==> config.mk <==
export PLATFORM = sky130hd
export DESIGN_NAME = ext_pipe
export DESIGN_NICKNAME = d
export VERILOG_FILES = /design/src/rtl/ext_pkg.sv /design/src/rtl/ext_core.sv /design/src/rtl/ext_pipe.sv
export SDC_FILE = /design/constraint.sdc
export NUM_CORES = 1
export LEC_CHECK = 0
export CAP_MARGIN = 20
export CORE_UTILIZATION = 54
export DETAILED_ROUTE_END_ITERATION = 6
export PLACE_DENSITY = 0.82
export SETUP_SLACK_MARGIN = 0.1
export SYNTH_ARGS = -nofsm -noshare
export SYNTH_HDL_FRONTEND = slang
export SYNTH_SLANG_ARGS = --single-unit
==> constraint.sdc <==
create_clock -name clk -period 3.95 [get_ports clk]
set_clock_uncertainty 0.2 [all_clocks]
set_input_delay 0.79 -clock clk [delete_from_list [all_inputs] [get_ports clk]]
set_output_delay 0.79 -clock clk [all_outputs]
set_load 0.05 [all_outputs]
==> src/rtl/ext_pkg.sv <==
// Shared definitions for the immediate-extension pipeline: op encodings and op width.
package ext_pkg;

    localparam int OP_W = 2;

    typedef enum logic [OP_W-1:0] {
        OP_ZERO   = 2'b00,
        OP_SIGN   = 2'b01,
        OP_UPPER  = 2'b10,
        OP_BRANCH = 2'b11
    } ext_op_e;

endpackage

==> src/rtl/ext_core.sv <==
// Combinational immediate extension: zero, sign, upper-placement and branch-offset forms.
module ext_core
    import ext_pkg::*;
#(
    parameter int IN_W  = 16,
    parameter int OUT_W = 32
) (
    input  logic [IN_W-1:0]  imm,
    input  logic [OP_W-1:0]  op,
    output logic [OUT_W-1:0] ext
);

    logic [OUT_W-1:0] sext_s;

    // Select the extension form requested by op
    always_comb begin
        sext_s = {{(OUT_W-IN_W){imm[IN_W-1]}}, imm};
        case (op)
            OP_ZERO:   ext = {{(OUT_W-IN_W){1'b0}}, imm};
            OP_SIGN:   ext = sext_s;
            OP_UPPER:  ext = {imm, {(OUT_W-IN_W){1'b0}}};
            OP_BRANCH: ext = {sext_s[OUT_W-3:0], 2'b00};
            default:   ext = {OUT_W{1'b0}};
        endcase
    end

endmodule

==> src/rtl/ext_pipe.sv <==
// Two-entry (output register + skid) pipeline that extends immediates at acceptance.
// in_ready comes straight from the skid valid flop, so it never depends on out_ready.
module ext_pipe
    import ext_pkg::*;
#(
    parameter int IN_W  = 16,
    parameter int OUT_W = 32
) (
    input  logic             clk,
    input  logic             reset,
    input  logic             in_valid,
    output logic             in_ready,
    input  logic [IN_W-1:0]  in_imm,
    input  logic [OP_W-1:0]  in_op,
    input  logic             flush,
    output logic             out_valid,
    input  logic             out_ready,
    output logic [OUT_W-1:0] out_ext
);

    if (OUT_W < IN_W + 2) begin : g_bad_width
        $error("ext_pipe: OUT_W must be at least IN_W+2");
    end

    logic             or_valid_r;
    logic             sk_valid_r;
    logic [OUT_W-1:0] or_data_r;
    logic [OUT_W-1:0] sk_data_r;

    logic             or_valid_s;
    logic             sk_valid_s;
    logic [OUT_W-1:0] or_data_s;
    logic [OUT_W-1:0] sk_data_s;
    logic [OUT_W-1:0] ext_s;
    logic             accept_s;
    logic             consume_s;

    ext_core #(
        .IN_W  (IN_W),
        .OUT_W (OUT_W)
    ) u_core (
        .imm (in_imm),
        .op  (in_op),
        .ext (ext_s)
    );

    assign in_ready  = ~sk_valid_r;
    assign out_valid = or_valid_r;
    assign out_ext   = or_data_r;
    assign accept_s  = in_valid & ~sk_valid_r;
    assign consume_s = or_valid_r & out_ready;

    // Next-state of both entries; skid is only ever valid while OR is valid
    always_comb begin
        or_valid_s = or_valid_r;
        sk_valid_s = sk_valid_r;
        or_data_s  = or_data_r;
        sk_data_s  = sk_data_r;
        if (flush) begin
            or_valid_s = 1'b0;
            sk_valid_s = 1'b0;
        end else if (consume_s && sk_valid_r) begin
            or_valid_s = 1'b1;
            or_data_s  = sk_data_r;
            sk_valid_s = accept_s;
            if (accept_s) begin
                sk_data_s = ext_s;
            end else begin
                sk_data_s = sk_data_r;
            end
        end else if (!or_valid_r || consume_s) begin
            or_valid_s = accept_s;
            if (accept_s) begin
                or_data_s = ext_s;
            end else begin
                or_data_s = or_data_r;
            end
        end else begin
            if (accept_s) begin
                sk_valid_s = 1'b1;
                sk_data_s  = ext_s;
            end else begin
                sk_valid_s = sk_valid_r;
            end
        end
    end

    // Valid bits
    always_ff @(posedge clk) begin
        if (reset) begin
            or_valid_r <= 1'b0;
            sk_valid_r <= 1'b0;
        end else begin
            or_valid_r <= or_valid_s;
            sk_valid_r <= sk_valid_s;
        end
    end

    // Data registers
    always_ff @(posedge clk) begin
        if (reset) begin
            or_data_r <= {OUT_W{1'b0}};
            sk_data_r <= {OUT_W{1'b0}};
        end else begin
            or_data_r <= or_data_s;
            sk_data_r <= sk_data_s;
        end
    end

endmodule

==> metrics.txt <==
RSZ-0062 raised after global routing no; Core Region 4820 µm²; diode count 0; clk_lat worst skew 0.34 ns; area share of the largest cell type after synthesis 0.477; buffers added on ports 56; post-synth top area cell dfxtp_1; crit end category output pin; Area contributors post-synth dfxtp_1, a21oi_1, a22o_1, nor2_1, a211oi_1; Slew Limit Fails 0; Slew headroom 0.556; Avg Cell Area, Syn 8.46 µm²; max incr delay on CP 0.81 ns; die width 73.6 µm; Seq/Total Area, Yosys 0.477; Async S/R FF share, synth 0; Peak VDD IR 0.000308 V; DRC errors left 0; most common cell in the netlist dfxtp_1; Buffers & Inverters on Critical Path 2; fin crit share 0.666; met2 GRT Util 0.379; Post-Route WL 6.74 mm; Bufs on Longest Clock Path 2; worst-margin pin slew 0.665 ns; most common library cells after synthesis dfxtp_1, nor2_1, a21oi_1; CTS tree yes; FP Rows 25; Top delay family on crit path buffers and inverters; outcome finished clean; grt ovf 0; Layout fillers 398; Pwr per Cell Area 406 nW/µm²; fmax 380 MHz; antenna-violating nets left 0; First-pass DRT Iterations 5; Static Leak 1.33 nW; first-pass GRT wire length 11.0 mm; syn nets 350; Yosys cell types 28; mean number of vias per cell 5.82; clk sinks 66; critical-path cell list inv_1 -> clkdlybuf4s50_1; Detailed Place HPWL 4.47 mm; max-cap viol count 0; initial antenna violation count 0; Initial Util 0.575; Synth Flop Type dfxtp_1; Finish-stage setup viols 0; pin count of the biggest net entering global routing 59; post-cts gate resize count 0; worst setup path class reg -> out; GRT met1 Usage 0.377; vias in the first global route 2220; Post-CTS Setup Bufs 0; setup TNS 0 ns; wire per inst 15.1 µm; GRT Util Overall 0.268; CP max-delay cell clkdlybuf4s50_1; Min-Delay Path Class reg -> reg; M3 GR Usage 0.0768; nets@finish 397; Req. time, crit path 2.96 ns; Inserted Clock Buffers 9; worst hold slack 0.253 ns; Crit path arrival time 1.64 ns; IO Pins 57; # hold bufs at CTS 0; DR iter-0 viols 163; gr busiest metal met2; CP Max Fanout 6; Multi-input gate area 1340 µm²; Syn-to-layout area delta 29.1%; Synth Cell Area 2770 µm²; H-tree Lvls 3; number of synthesized flops with an enable pin 0; via count 2589; clk slew on worst S/H paths 0.06 ns; GPL Wtd Cong 0.853; Die Height 73.6 µm; Final Critical Period 2.63 ns; Reg area 1320 µm²; Fin. Hold Viols 0; die area 5420 µm²; Mapped Cells 327; YS warnings 0; layout cells sized above 1 0.0741; register bit total from synthesis 66; Clk Tree Root Cell clkbuf_8; startpoint class of the critical path flip-flop
==> flip-flops by register name, indices dropped and copies added, names as in the netlist <==
signal,cells
out_ext,32
out_valid,1
sk_data_r,32
sk_valid_r,1
==> metrics by stage <==
step / instances / power (mW) / util / setup WS (ns) / instance area, µm²
detailed placement: 430 / 0.934 / 0.703 / 1.09 / 3380
global placement: 430 / 0.931 / 0.703 / 1.13 / 3380
CTS: 445 / 1.46 / 0.742 / 1.32 / 3570
global route: 445 / 1.50 / 0.742 / 1.26 / 3570
floorplan: 327 / 0.850 / - / 1.78 / 2770
finish: 445 / 1.45 / 0.742 / 1.32 / 3570
==> cells in the final DEF (no fill, tap or decap), drive strengths merged, types with 2 or more instances in the layout <==
cell            n
a211oi         32
a21oi          61
a22o           29
and2            3
buf             7
clkbuf         13
clkdlybuf4s50  56
clkinv          2
dfxtp          66
inv             3
nand2           8
nor2           64
nor2b          15
o21ai           7
or2             2
or3             2
==> routing by layer <==
layer	routed length, µm	part of all wire	vias to the layer above
li1	-	-	1266
met1	3140	0.47	1214
met2	3020	0.45	87
met3	390	0.058	22
met4	188	0.028	0
met5	0	0	-
==> worst paths after layout <==
kind,start,to,slack (ns),depth (start not counted)
hold / removal,sk_data_r[0]$_SDFFE_PP0P_,sk_data_r[0]$_SDFFE_PP0P_,0.25,2
setup / recovery,sk_valid_r$_SDFFE_PP0P_,in_ready,1.32,2
hold reg to reg,sk_data_r[0]$_SDFFE_PP0P_,sk_data_r[0]$_SDFFE_PP0P_,0.25,2
setup reg to reg,out_valid$_SDFFE_PP0P_,out_ext[3]$_SDFFE_PP0P_,1.98,5
==> kinds of logic (layout without fill, tap and decap cells) <==
| group | count (synthesis) | after routing | share of synthesized area |
|---|---|---|---|
| DFF | 66 | 66 | 0.477 |
| buffers and inverters | 30 | 81 | 0.0470 |
| and+or+nand+nor | 98 | 98 | 0.156 |
| AOI/OAI and AO/OA | 133 | 133 | 0.320 |
==> layout make-up <==
class,count,area share
multi-input cells,231,0.376
flip-flops and latches,66,0.370
repair buffers,63,0.175
clock buffers,13,0.0501
well taps,67,0.0235
inverters,3,0.00315
clock inverters,2,0.00280
==> tightest hold or removal path, stage by stage, from the launching register on <==
cell and delay [ns]:
dfxtp_1 0.31, nand2_1 0.05, a21oi_1 0.05
==> where the power goes <==
part	switching, mW	internal [mW]
combinational	0.139	0.0848
sequential	0.0112	0.686
clock	0.240	0.291
Note: power is estimated with default switching activity, not from simulation.
